File: src/rtl/svo_vram_pkg.sv
// Shared types for the VRAM arbiter: FSM states, read-owner tags and CPU request record layout.
package svo_vram_pkg;

  typedef enum logic {
    ST_ARB  = 1'b0,
    ST_HOLD = 1'b1
  } arb_state_e;

  typedef logic [1:0] owner_t;

  localparam owner_t OWN_NONE = 2'd0;
  localparam owner_t OWN_SCAN = 2'd1;
  localparam owner_t OWN_CPU  = 2'd2;

  // Request record is packed MSB-first as {we, addr, wdata}.
  function automatic int req_width(input int addr_w, input int data_w);
    return 1 + addr_w + data_w;
  endfunction

endpackage

File: src/rtl/svo_vram_req_fifo.sv
// Synchronous CPU request FIFO with registered full/empty flags and occupancy level.
module svo_vram_req_fifo #(
  parameter int WIDTH = 24,
  parameter int DEPTH = 4
) (
  input  logic                     clk,
  input  logic                     reset,
  input  logic                     push_i,
  input  logic                     pop_i,
  input  logic [WIDTH-1:0]         wdata_i,
  output logic [WIDTH-1:0]         rdata_o,
  output logic                     full_o,
  output logic                     empty_o,
  output logic [$clog2(DEPTH):0]   level_o
);

  localparam int PTR_W = $clog2(DEPTH);

  logic [WIDTH-1:0] mem_q [DEPTH];
  logic [PTR_W-1:0] wr_ptr_q, rd_ptr_q;
  logic [PTR_W:0]   level_q, level_d;
  logic             full_q, empty_q;
  logic             do_push, do_pop;

  // A push against a full FIFO is refused even if a pop frees a slot the same cycle.
  assign do_push = push_i && !full_q;
  assign do_pop  = pop_i && !empty_q;

  always_comb begin
    level_d = level_q;
    if (do_push && !do_pop) begin
      level_d = level_q + 1'b1;
    end else if (!do_push && do_pop) begin
      level_d = level_q - 1'b1;
    end
  end

  always_ff @(posedge clk) begin
    if (reset) begin
      wr_ptr_q <= '0;
      rd_ptr_q <= '0;
      level_q  <= '0;
      full_q   <= 1'b0;
      empty_q  <= 1'b1;
    end else begin
      if (do_push) wr_ptr_q <= wr_ptr_q + 1'b1;
      if (do_pop)  rd_ptr_q <= rd_ptr_q + 1'b1;
      level_q <= level_d;
      full_q  <= (level_d == (PTR_W+1)'(DEPTH));
      empty_q <= (level_d == '0);
    end
  end

  always_ff @(posedge clk) begin
    if (do_push) mem_q[wr_ptr_q] <= wdata_i;
  end

  assign rdata_o = mem_q[rd_ptr_q];
  assign full_o  = full_q;
  assign empty_o = empty_q;
  assign level_o = level_q;

endmodule

File: src/rtl/svo_vram_arbiter.sv
// Single-port VRAM arbiter: scanout has priority, a starvation counter forces CPU slots.
// Optional statistics counters are built when SVO_VRAM_ARB_STATS_EN is defined.
module svo_vram_arbiter
  import svo_vram_pkg::*;
#(
  parameter int ADDR_W     = 15,
  parameter int DATA_W     = 8,
  parameter int FIFO_DEPTH = 4,
  parameter int STARVE_MAX = 16
) (
  input  logic                          clk,
  input  logic                          reset,
  input  logic                          cpu_req_valid,
  output logic                          cpu_req_ready,
  input  logic                          cpu_req_we,
  input  logic [ADDR_W-1:0]             cpu_req_addr,
  input  logic [DATA_W-1:0]             cpu_req_wdata,
  output logic                          cpu_rd_valid,
  output logic [DATA_W-1:0]             cpu_rd_data,
  input  logic                          scan_req_valid,
  output logic                          scan_req_ready,
  input  logic [ADDR_W-1:0]             scan_req_addr,
  output logic                          scan_rd_valid,
  output logic [DATA_W-1:0]             scan_rd_data,
  output logic                          mem_en,
  output logic                          mem_we,
  output logic [ADDR_W-1:0]             mem_addr,
  output logic [DATA_W-1:0]             mem_wdata,
  input  logic [DATA_W-1:0]             mem_rdata,
  output logic [$clog2(FIFO_DEPTH):0]   fifo_level
`ifdef SVO_VRAM_ARB_STATS_EN
  ,
  output logic [15:0]                   stat_forced,
  output logic [15:0]                   stat_full
`endif
);

  localparam int REQ_W = req_width(ADDR_W, DATA_W);
  localparam int SW    = $clog2(STARVE_MAX + 1);
  localparam logic [SW-1:0] STARVE_LIM = SW'(STARVE_MAX);

  logic              fifo_push, fifo_pop, fifo_full, fifo_empty;
  logic [REQ_W-1:0]  fifo_wdata, fifo_rdata;
  logic              head_we;
  logic [ADDR_W-1:0] head_addr;
  logic [DATA_W-1:0] head_wdata;

  arb_state_e        state_q, state_d;
  logic [SW-1:0]     starve_q, starve_d;
  logic              grant_scan, grant_cpu, forced;

  logic              mem_en_q, mem_we_q;
  logic [ADDR_W-1:0] mem_addr_q;
  logic [DATA_W-1:0] mem_wdata_q;
  owner_t            own_p0_q, own_p1_q;

  assign cpu_req_ready = !fifo_full;
  assign fifo_push     = cpu_req_valid && cpu_req_ready;
  assign fifo_wdata    = {cpu_req_we, cpu_req_addr, cpu_req_wdata};
  assign fifo_pop      = grant_cpu;

  svo_vram_req_fifo #(
    .WIDTH (REQ_W),
    .DEPTH (FIFO_DEPTH)
  ) u_fifo (
    .clk     (clk),
    .reset   (reset),
    .push_i  (fifo_push),
    .pop_i   (fifo_pop),
    .wdata_i (fifo_wdata),
    .rdata_o (fifo_rdata),
    .full_o  (fifo_full),
    .empty_o (fifo_empty),
    .level_o (fifo_level)
  );

  assign head_we    = fifo_rdata[REQ_W-1];
  assign head_addr  = fifo_rdata[DATA_W +: ADDR_W];
  assign head_wdata = fifo_rdata[DATA_W-1:0];

  // Grants are suppressed during reset so every output reads 0 while it is held.
  always_comb begin
    state_d    = ST_ARB;
    grant_scan = 1'b0;
    grant_cpu  = 1'b0;
    forced     = 1'b0;
    if (!reset) begin
      unique case (state_q)
        ST_ARB: begin
          if ((starve_q == STARVE_LIM) && !fifo_empty) begin
            forced    = 1'b1;
            grant_cpu = 1'b1;
            state_d   = ST_HOLD;
          end else if (scan_req_valid) begin
            grant_scan = 1'b1;
          end else if (!fifo_empty) begin
            grant_cpu = 1'b1;
          end
        end
        ST_HOLD: begin
          if (scan_req_valid) begin
            grant_scan = 1'b1;
          end else if (!fifo_empty) begin
            grant_cpu = 1'b1;
          end
        end
        default: state_d = ST_ARB;
      endcase
    end
  end

  always_comb begin
    starve_d = starve_q;
    if (fifo_empty || grant_cpu) begin
      starve_d = '0;
    end else if (grant_scan && (starve_q != STARVE_LIM)) begin
      starve_d = starve_q + 1'b1;
    end
  end

  always_ff @(posedge clk) begin
    if (reset) begin
      state_q  <= ST_ARB;
      starve_q <= '0;
    end else begin
      state_q  <= state_d;
      starve_q <= starve_d;
    end
  end

  assign scan_req_ready = grant_scan;

  // Grant stage -> memory command stage (p0), then read-data return stage (p1).
  always_ff @(posedge clk) begin
    if (reset) begin
      mem_en_q    <= 1'b0;
      mem_we_q    <= 1'b0;
      mem_addr_q  <= '0;
      mem_wdata_q <= '0;
      own_p0_q    <= OWN_NONE;
      own_p1_q    <= OWN_NONE;
    end else begin
      mem_en_q    <= grant_scan || grant_cpu;
      mem_we_q    <= grant_cpu && head_we;
      mem_addr_q  <= grant_cpu ? head_addr : scan_req_addr;
      mem_wdata_q <= grant_cpu ? head_wdata : '0;
      own_p0_q    <= grant_scan ? OWN_SCAN :
                     (grant_cpu && !head_we) ? OWN_CPU : OWN_NONE;
      own_p1_q    <= own_p0_q;
    end
  end

  assign mem_en    = mem_en_q;
  assign mem_we    = mem_we_q;
  assign mem_addr  = mem_addr_q;
  assign mem_wdata = mem_wdata_q;

  assign scan_rd_valid = (own_p1_q == OWN_SCAN);
  assign cpu_rd_valid  = (own_p1_q == OWN_CPU);
  assign scan_rd_data  = scan_rd_valid ? mem_rdata : '0;
  assign cpu_rd_data   = cpu_rd_valid ? mem_rdata : '0;

`ifdef SVO_VRAM_ARB_STATS_EN
  logic [15:0] stat_forced_q, stat_full_q;

  always_ff @(posedge clk) begin
    if (reset) begin
      stat_forced_q <= '0;
      stat_full_q   <= '0;
    end else begin
      if (forced && (stat_forced_q != 16'hFFFF)) stat_forced_q <= stat_forced_q + 1'b1;
      if (cpu_req_valid && !cpu_req_ready && (stat_full_q != 16'hFFFF))
        stat_full_q <= stat_full_q + 1'b1;
    end
  end

  assign stat_forced = stat_forced_q;
  assign stat_full   = stat_full_q;
`endif

endmodule

File: config.mk
export PLATFORM = sky130hd
export DESIGN_NAME = svo_vram_arbiter
export DESIGN_NICKNAME = d
export VERILOG_FILES = /design/src/rtl/svo_vram_pkg.sv /design/src/rtl/svo_vram_req_fifo.sv /design/src/rtl/svo_vram_arbiter.sv
export SDC_FILE = /design/constraint.sdc
export NUM_CORES = 1
export LEC_CHECK = 0
export BUFFER_PORTS_ARGS = -buffer_cell sky130_fd_sc_hd__buf_2
export CORE_MARGIN = 2
export CORE_UTILIZATION = 30
export DETAILED_ROUTE_END_ITERATION = 8
export PLACE_DENSITY_LB_ADDON = 0.25
export SYNTH_ARGS = -nofsm -noshare
export SYNTH_HDL_FRONTEND = slang
export SYNTH_SLANG_ARGS = --single-unit
export TNS_END_PERCENT = 5
File: constraint.sdc
create_clock -name clk -period 3.21 [get_ports clk]
set_input_delay 0.321 -clock clk [delete_from_list [all_inputs] [get_ports clk]]
set_output_delay 0.321 -clock clk [all_outputs]
set_load 0.01 [all_outputs]
==> flow_metrics.env, run 1 <==
export IMPL_die_h_um=137
export IMPL_areaGrowthSynthToFinish_pct=25.4
export IMPL_slew_limit_headroom_pct=39.5
export IMPL_grt_pass1_wl_um=16400
export IMPL_via_count=3022
export IMPL_worstPathRequired_ps=2890
export IMPL_ant_nets=0
export IMPL_yosys_warnings=0
export IMPL_grt_max_degree=30
export IMPL_critical_path_class="register to primary output"
export IMPL_rsz0062_at_grt="false"
export IMPL_port_buffers=98
export IMPL_coreArea_mm2=0.0174
export IMPL_timing_fmax_mhz=449
export IMPL_die_area_mm2=0.0189
export IMPL_cts_hold_fix_buffers=0
export IMPL_crit_arrival_ps=1910
export IMPL_skew_ps=7.16
export IMPL_leakage_nw=2.52
export IMPL_final_common_cell="buf_2"
export IMPL_routabilityCongestion=0.698
export IMPL_hp_class="input pin to register"
export IMPL_diodes=0
export IMPL_drc_errors=0
export IMPL_fin_nets=499
export IMPL_ys_ff_latch=142
export IMPL_seqCellArea_mm2=0.00380
export IMPL_syn_area_per_cell_um2=15.9
export IMPL_ctsResizeCount=0
export IMPL_cts_inserted_buffers=17
export IMPL_cts_tree="built"
export IMPL_final_cell_mix="98 x buf_2, 96 x edfxtp_1, 45 x dfxtp_1, 34 x nand2_1, 26 x and2_1"
export IMPL_status="finished, final reports clean"
export IMPL_setup_violations=0
export IMPL_finalSetupTns_ps=0
export IMPL_h_tree_depth=4
export IMPL_grt_ovfl_total=0
export IMPL_cts_sinks=142
export IMPL_ios=99
export IMPL_start_util_pct=30.8
export IMPL_end_kind="primary output"
export IMPL_fin_util_pct=38.6
export IMPL_synthArstFlopShare_pct=0
export IMPL_routedWlPerCell_um=16.1
export IMPL_crit_path_max_fanout=6
export IMPL_layout_drive_gt1_share_pct=36.9
export IMPL_cts_clk_slew_worst_paths_ps=60
export IMPL_die_w_um=137
export IMPL_drv_slew=0
export IMPL_firstDrtPassIters=4
export IMPL_synth_cell_types=33
export IMPL_ir_drop_v=0.000362
export IMPL_synthesis_area_mm2=0.00534
export IMPL_fill_cells=1652
export IMPL_drt_iter0_drc=167
export IMPL_dp_hpwl_um=6760
export IMPL_worstSetupStartpointType="register"
export IMPL_routed_wl_um=10900
export IMPL_synth_edff_count=96
export IMPL_ys_seq_area_share_pct=71.2
export IMPL_tightest_slew_ps=907
export IMPL_whs_ps=112
export IMPL_p_per_area_mw_per_mm2=687
export IMPL_synth_flop_cell="edfxtp_1"
export IMPL_syn_num_nets=395
export IMPL_clkLatencyLatePin_ps=420
export IMPL_min_period_ps=2230
export IMPL_syn_inst=336
export IMPL_grt_antenna_before_repair=0
export IMPL_postCtsSetupBuffers=0
export IMPL_avgViaCountPerCell=4.46
export IMPL_max_cap_violations=0
export IMPL_cts_path_max_buffers=2
export IMPL_grt_pass1_vias=3049
export IMPL_clockRootBuffer="clkbuf_16"
export IMPL_hold_viol=0
export IMPL_rows=48
export IMPL_fin_crit_sh_pct=69.4
export IMPL_multi_input_area_mm2=0.00143
export IMPL_track_usage_pct=12.3
-- Yosys cell counts, types with 2 or more instances --
master	n	share of area [%]
ha_1	8	1.9
nand4_1	2	0.23
mux4_2	24	10
nor3_1	4	0.37
and2_1	30	3.5
xor2_1	4	0.66
nor2_1	16	1.1
inv_1	7	0.49
buf_2	6	0.56
clkbuf_1	9	0.63
xnor2_1	6	0.98
nor2b_1	6	0.70
o21a_1	2	0.28
a21oi_1	18	1.7
edfxtp_1	96	54
nand2b_1	3	0.35
nand2_1	34	2.4
dfxtp_1	46	17
-- flip-flops by register name (all words and copies together) (netlist names), named ones only --
name	count
starve_q	5
mem_wdata	8
u_fifo.full_o	1
own_p0_q	2
state_q	1
u_fifo.rd_ptr_q	2
mem_we	1
own_p1_q	2
u_fifo.wr_ptr_q	2
mem_en	1
u_fifo.empty_o	1
mem_addr	15
u_fifo.level_o	3
u_fifo.mem_q	96
-- worst max-delay path, stage by stage (launching register included) --
cell and delay, ps:
dfxtp_1 320, inv_1 90, ha_1 140, nor4bb_1 270
buf_4 200, nand2b_1 110, o21a_1 210, buf_2 140
-- per-layer routing --
layer	GRT usage, %	share of wire [%]	wire [µm]	vias to the layer above
li1	-	-	-	1433
met1	14.7	44	4830	1491
met2	20.3	49	5300	86
met3	4.01	5.4	589	12
met4	5.67	1.8	193	0
met5	0	0	0	-
-- metrics by stage --
stage	setup WS [ps]	power, W	cell area, µm²	cells
3_3_place_gp	1130	0.00257	6070	646
6_report	983	0.00460	6700	678
4_1_cts	945	0.00465	6700	678
2_1_floorplan	1310	0.00242	5340	336
5_1_grt	816	0.00478	6700	678
3_5_place_dp	1080	0.00258	6070	646
-- report_power, final --
group	internal, W	switching, W
Combinational	0.000183	0.000212
Sequential	0.00208	0.0000603
Clock	0.00130	0.000765
-- layout make-up --
cell class	count	area share [%]
clock buffers	19	6.46
clock inverters	13	2.82
inverters	7	0.392
multi-input cells	169	21.4
flip-flops and latches	142	56.8
well taps	225	4.20
repair buffers	103	7.88
-- kinds of logic (layout without fill, tap and decap cells) --
kind of cell / after synthesis / count (layout) / synth area share, %
fa+ha+maj: 8 / 8 / 1.87
simple gates: 99 / 99 / 9.37
xor+xnor: 10 / 10 / 1.64
mux: 26 / 26 / 10.7
compound gates: 26 / 26 / 3.07
flops: 142 / 142 / 71.2
buf+inv: 25 / 142 / 2.11
-- worst paths after layout --
kind / startpoint / to / slack [ps] / cells past startpoint
setup / recovery: starve_q[0] / scan_req_ready / 980 / 7
hold / removal: cpu_req_addr[9] / u_fifo.mem_q[0][17] / 110 / 1
setup reg to reg: starve_q[0] / u_fifo.empty_o / 1110 / 8
hold reg to reg: own_p0_q[1] / own_p1_q[1] / 440 / 1
(Power assumes the default switching activity.)
==> run 2: changes to the inputs <==
==> constraint.sdc (replaced) <==
create_clock -name clk -period 2 [get_ports clk]
set_input_delay 0.2 -clock clk [delete_from_list [all_inputs] [get_ports clk]]
set_output_delay 0.2 -clock clk [all_outputs]
set_load 0.01 [all_outputs]
==> run 2 against run 1 <==
  * Clock skew increased by 3.0 ps
  * Total power increased by 54%
  * Critical path depth unchanged
  * Wire length increased by 2.8%
  * Final cell count increased by 6.3%
  * Sequential power increased by 59%
  * Final area increased by 5.9%
  * Combinational power increased by 90%
  * Die area unchanged
  * Critical path type unchanged
  * Largest power group unchanged
==> flow_metrics.env, run 2 (same netlist as run 1, synthesis figures left out) <==
export IMPL_leakage_nw=2.71
export IMPL_r2r_end="u_fifo.empty_o"
export IMPL_fin_nets=542
export IMPL_end_kind="primary output"
export IMPL_critical_path_class="register to primary output"
export IMPL_seqCellArea_mm2=0.00381
export IMPL_grt_pass1_wl_um=17200
export IMPL_grt_max_degree=27
export IMPL_rows=48
export IMPL_largest_register_ffs=96
export IMPL_min_to="u_fifo.mem_q[3][3]"
export IMPL_p_per_area_mw_per_mm2=996
export IMPL_r2r_start="starve_q[0]"
export IMPL_port_buffers=98
export IMPL_via_count=3194
export IMPL_layout_drive_gt1_share_pct=38.7
export IMPL_skew_ps=10.2
export IMPL_grt_ovfl_total=0
export IMPL_track_usage_pct=12.6
export IMPL_grt_antenna_before_repair=0
export IMPL_top_register="u_fifo.mem_q"
export IMPL_die_w_um=137
export IMPL_drv_slew=0
export IMPL_die_area_mm2=0.0189
export IMPL_clockRootBuffer="clkbuf_16"
export IMPL_pre_cts_slack_ps=5.32
export IMPL_min_from="cpu_req_wdata[3]"
export IMPL_grt_pass1_vias=3241
export IMPL_hold_depth=1
export IMPL_routabilityCongestion=0.665
export IMPL_areaGrowthSynthToFinish_pct=32.8
export IMPL_max_cap_violations=0
export IMPL_worstPathRequired_ps=1800
export IMPL_reg2reg_depth=9
export IMPL_hold_viol=0
export IMPL_crit_path_max_fanout=3
export IMPL_rrSetupSlack_ps=200
export IMPL_timing_fmax_mhz=530
export IMPL_final_cell_mix="98 x buf_2, 96 x edfxtp_1, 43 x dfxtp_1, 34 x nand2_1, 26 x and2_1"
export IMPL_routed_wl_um=11200
export IMPL_clkLatencyLatePin_ps=420
export IMPL_whs_ps=17.3
export IMPL_die_h_um=137
export IMPL_ios=99
export IMPL_cts_tree="built"
export IMPL_ir_drop_v=0.000627
export IMPL_worstSetupStartpointType="register"
export IMPL_min_period_ps=1890
export IMPL_h_tree_depth=4
export IMPL_tightest_slew_ps=503
export IMPL_multi_input_area_mm2=0.00148
export IMPL_avgViaCountPerCell=4.43
export IMPL_cts_sinks=142
export IMPL_drt_iter0_drc=143
export IMPL_drc_errors=0
export IMPL_start_util_pct=30.8
export IMPL_routedWlPerCell_um=15.6
export IMPL_dp_hpwl_um=7430
export IMPL_p_total_w=0.00706
export IMPL_coreArea_mm2=0.0174
export IMPL_cts_path_max_buffers=2
export IMPL_crit_arrival_ps=1690
export IMPL_setup_ws_ps=112
export IMPL_setup_violations=0
export IMPL_final_common_cell="buf_2"
export IMPL_hp_class="input pin to register"
export IMPL_ant_nets=0
export IMPL_slew_limit_headroom_pct=66.2
export IMPL_diodes=0
export IMPL_cts_clk_slew_worst_paths_ps=60
export IMPL_fin_crit_sh_pct=94.4
export IMPL_firstDrtPassIters=5
export IMPL_status="finished, final reports clean"
export IMPL_fill_cells=1637
export IMPL_cts_inserted_buffers=17
run 2: cell types whose count changed in the layout (fill, tap and decap cells not counted), sizes merged:
cell	previous run	this run
dlygate4sd3	0	24
bufinv	4	1
clkinvlp	5	2
inv	8	10
clkinv	3	7
buf	103	122
run 2: worst max-delay path by stage:
stage | from | end | slack, ps
CTS | starve_q[0] | scan_req_ready | 5
detailed placement | starve_q[0] | u_fifo.empty_o | 5
finish | starve_q[0] | scan_req_ready | 110
global route | starve_q[0] | scan_req_ready | -20
global placement | starve_q[0] | u_fifo.empty_o | 80
floorplan | u_fifo.full_o | u_fifo.mem_q[0][0] | 150
run 2: metal layers:
layer / up-vias / wire length, µm / GRT usage [%] / share of wire [%]
li1: 1521 / - / - / -
met1: 1564 / 4970 / 15.5 / 44
met2: 87 / 5460 / 20.5 / 49
met3: 22 / 587 / 3.86 / 5.2
met4: 0 / 202 / 5.73 / 1.8
met5: - / 0 / 0 / 0
run 2: cell type report:
class / instances / area share, %
Clock buffer: 19 / 6.10
Clock inverter: 13 / 1.64
Inverter: 7 / 0.370
Multi-Input combinational cell: 169 / 20.8
Sequential cell: 142 / 53.7
Tap cell: 225 / 3.97
Timing Repair Buffer: 146 / 13.4
run 2: per-stage QoR:
stage / instance area [µm²] / utilization, % / TNS (ps) / std cells
finish: 7090 / 40.9 / 0 / 721
global route: 7090 / 40.9 / -22.8 / 721
CTS: 7030 / 40.5 / 0 / 717
detailed placement: 6210 / 35.8 / 0 / 659
global placement: 6210 / 35.8 / 0 / 659
floorplan: 5340 / - / 0 / 336
run 2: timing repair:
action / in CTS / in global routing
pin swaps: 1 / 2
resized for setup: 3 / 8
buffers inserted: 2 / 4
hold buffers: 24 / 0
endpoints found under the hold margin: 93 / 0
setup endpoints to repair: 2 / 17
run 2: worst max-delay path, stage by stage (launching register included):
cell and delay (ps):
dfxtp_2 330, inv_2 70, ha_4 110, nor4bb_4 200
buf_4 170, nand2b_4 60, o21a_1 190, buf_2 140
run 2: power by group:
part           switching [W]  internal (W)
registers          0.0000808       0.00333
clock network        0.00119       0.00171
logic               0.000383      0.000367
==> run 3: changes to the inputs <==
--- a/config.mk
+++ b/config.mk
@@ -5,6 +5,7 @@
 export SDC_FILE = /design/constraint.sdc
 export NUM_CORES = 1
 export LEC_CHECK = 0
+export ABC_AREA = 1
 export BUFFER_PORTS_ARGS = -buffer_cell sky130_fd_sc_hd__buf_2
 export CORE_MARGIN = 2
 export CORE_UTILIZATION = 30
==> run 3 against run 2 <==
  * Global-route usage grew 0.43 points
  * Total power shrank 0.88%
  * Final area grew 0.39%
  * Hold slack gained 3.6 ps
  * Sequential power shrank 2%
  * Clock skew grew 9.7 ps
  * Utilization shrank 1.5 points
  * Via count grew 20%
  * Non-clock buffer count shrank 16
  * Sequential share of layout area shrank 0.24 points
  * Largest cell class unchanged
  * Highest routed layer unchanged
==> flow_metrics.env, run 3 <==
export IMPL_firstDrtPassIters=4
export IMPL_die_w_um=140
export IMPL_hp_class="input pin to register"
export IMPL_port_buffers=98
export IMPL_ctsResizeCount=0
export IMPL_yosys_warnings=0
export IMPL_grt_pass1_vias=3957
export IMPL_max_stage_delay_ps=370
export IMPL_diodes=0
export IMPL_via_count=3847
export IMPL_r2r_start="starve_q[0]"
export IMPL_h_tree_depth=4
export IMPL_drv_slew=0
export IMPL_synth_cell_types=33
export IMPL_cts_sinks=142
export IMPL_start_util_pct=30.8
export IMPL_clockRootBuffer="clkbuf_16"
export IMPL_syn_inst=496
export IMPL_synth_top_cell_area_share_pct=51.7
export IMPL_fin_util_pct=39.4
export IMPL_status="finished, final reports clean"
export IMPL_synth_edff_count=96
export IMPL_setup_violations=0
export IMPL_synthArstFlopShare_pct=0
export IMPL_min_period_ps=1810
export IMPL_dp_hpwl_um=7810
export IMPL_hold_viol=0
export IMPL_ios=99
export IMPL_routabilityCongestion=0.743
export IMPL_ys_top_cells_by_count="127 x nor2_1, 96 x edfxtp_1, 55 x o21ai_0"
export IMPL_drt_iter0_drc=176
export IMPL_die_h_um=140
export IMPL_layout_drive_gt1_share_pct=27.0
export IMPL_critical_path_class="register to primary output"
export IMPL_synth_flop_cell="edfxtp_1"
export IMPL_grt_antenna_before_repair=0
export IMPL_max_cap_violations=0
export IMPL_timing_fmax_mhz=554
export IMPL_grt_pass1_wl_um=19700
export IMPL_crit_chain="inv_1 > ha_1 > nand2_1 > inv_2 > nand3_4 > nand2_4 > nor2_8 > buf_2"
export IMPL_ys_seq_area_share_pct=68.3
export IMPL_coreArea_mm2=0.0181
export IMPL_end_kind="primary output"
export IMPL_largest_register_ffs=96
export IMPL_rows=49
export IMPL_slew_limit_headroom_pct=62.5
export IMPL_crit_end="scan_req_ready"
export IMPL_synth_most_common_cell="nor2_1"
export IMPL_synthesis_area_mm2=0.00557
export IMPL_rsz0062_at_grt="false"
export IMPL_finalSetupTns_ps=0
export IMPL_syn_num_nets=555
export IMPL_postCtsSetupBuffers=0
export IMPL_synthTopCellsByArea="edfxtp_1 52%, dfxtp_1 17%, nor2_1 8.6%"
export IMPL_ant_nets=0
export IMPL_cts_hold_fix_buffers=20
export IMPL_clkLatencyLatePin_ps=420
export IMPL_drc_errors=0
export IMPL_cts_clk_slew_worst_paths_ps=60
export IMPL_final_common_cell="nor2_1"
export IMPL_ys_ff_latch=142
export IMPL_top_register="u_fifo.mem_q"
export IMPL_die_area_mm2=0.0197
export IMPL_cts_inserted_buffers=17
export IMPL_whs_ps=21.0
export IMPL_leakage_nw=2.86
export IMPL_crit_arrival_ps=1610
export IMPL_syn_area_per_cell_um2=11.2
export IMPL_cts_path_max_buffers=2
export IMPL_worstPathRequired_ps=1800
export IMPL_routedWlPerCell_um=14.1
export IMPL_worstSetupStartpointType="register"
export IMPL_crit_path_max_fanout=5
export IMPL_rrSetupSlack_ps=360
export IMPL_avgViaCountPerCell=4.45
export IMPL_grt_max_degree=49
export IMPL_yosys_area_top_type="edfxtp_1"
export IMPL_fin_crit_sh_pct=90.3
export IMPL_routed_wl_um=12200
export IMPL_skew_ps=19.8
export IMPL_grt_ovfl_total=0
export IMPL_p_per_area_mw_per_mm2=983
export IMPL_cp_startpoint="starve_q[0]"
export IMPL_track_usage_pct=13.1
export IMPL_fin_nets=683
export IMPL_reg2reg_depth=9
export IMPL_tightest_slew_ps=561
export IMPL_cp_slowest_cell="dfxtp_1"
export IMPL_ir_drop_v=0.000564
export IMPL_final_cell_mix="123 x nor2_1, 98 x buf_2, 96 x edfxtp_1, 55 x o21ai_0, 45 x dfxtp_1"
export IMPL_cts_tree="built"
export IMPL_areaGrowthSynthToFinish_pct=27.8
## run 3: changes by cell type after synthesis, moves of 4 or more
cell	change
mux4_2	-24
inv_1	+29
o21ai_1	+11
nor3_1	-4
nor2_1	+111
inv_2	+6
nand2_2	+4
o21ai_0	+54
nor2b_1	-6
xnor2_1	-5
a31oi_1	+15
nand2_1	-6
and2_1	-30
## run 3: kinds of logic after synthesis
logic type / synth area share, %
AND/OR/NAND/NOR: 14.9
flip-flops: 68.3
XOR/XNOR: 0.314
buffers and inverters: 5.03
AO/OA/AOI/OAI: 9.74
adder cells (fa/ha/maj): 1.80
## run 3: worst max-delay path: cells and delay by family, from the launching register on
| family | cells | cell delay (ps) |
|---|---|---|
| flip-flops | 1 | 370 |
| AND/OR/NAND/NOR | 4 | 350 |
| adder cells (fa/ha/maj) | 1 | 190 |
| buffers and inverters | 3 | 270 |
## run 3: layout make-up
class                      instances  area, µm²
fill                            1708      11000
sequential                       142       3800
multi-input combinational        290       1500
timing repair buffer             130        793
clock buffer                      19        433
tap                              229        287
inverter                          43        164
clock inverter                    12        140
## run 3: worst min path at each step
stage,from,to,slack [ps],depth (start not counted)
after CTS,cpu_req_addr[0],u_fifo.mem_q[0][8],1,1
final,cpu_req_we,u_fifo.mem_q[1][23],20,1
after detailed placement,own_p0_q[1],own_p1_q[1],400,2
after floorplan,cpu_req_wdata[0],u_fifo.mem_q[0][0],300,0
after global placement,own_p0_q[1],own_p1_q[1],400,2
after global routing,cpu_req_we,u_fifo.mem_q[1][23],6,1
## run 3: through the flow
step | total power [W] | setup WS [ps] | instance area [µm²] | std cells
after floorplan | 0.00379 | -62.9 | 5570 | 496
after global placement | 0.00401 | 377 | 6350 | 814
after detailed placement | 0.00403 | 340 | 6350 | 814
after CTS | 0.00709 | 158 | 7120 | 865
after global routing | 0.00729 | 68.7 | 7120 | 865
final | 0.00700 | 194 | 7120 | 865
## run 3: metal layers
| metal | global-route usage (%) | routed length, µm |
|---|---|---|
| met1 | 14.3 | 5130 |
| met2 | 23.5 | 6450 |
| met3 | 3.18 | 448 |
| met4 | 6.65 | 186 |
| met5 | 0 | 0 |
## run 3: power breakdown
part           internal, W  switching (W)
clock              0.00184        0.00118
sequential         0.00329      0.0000547
combinational     0.000235       0.000402
total              0.00536        0.00164
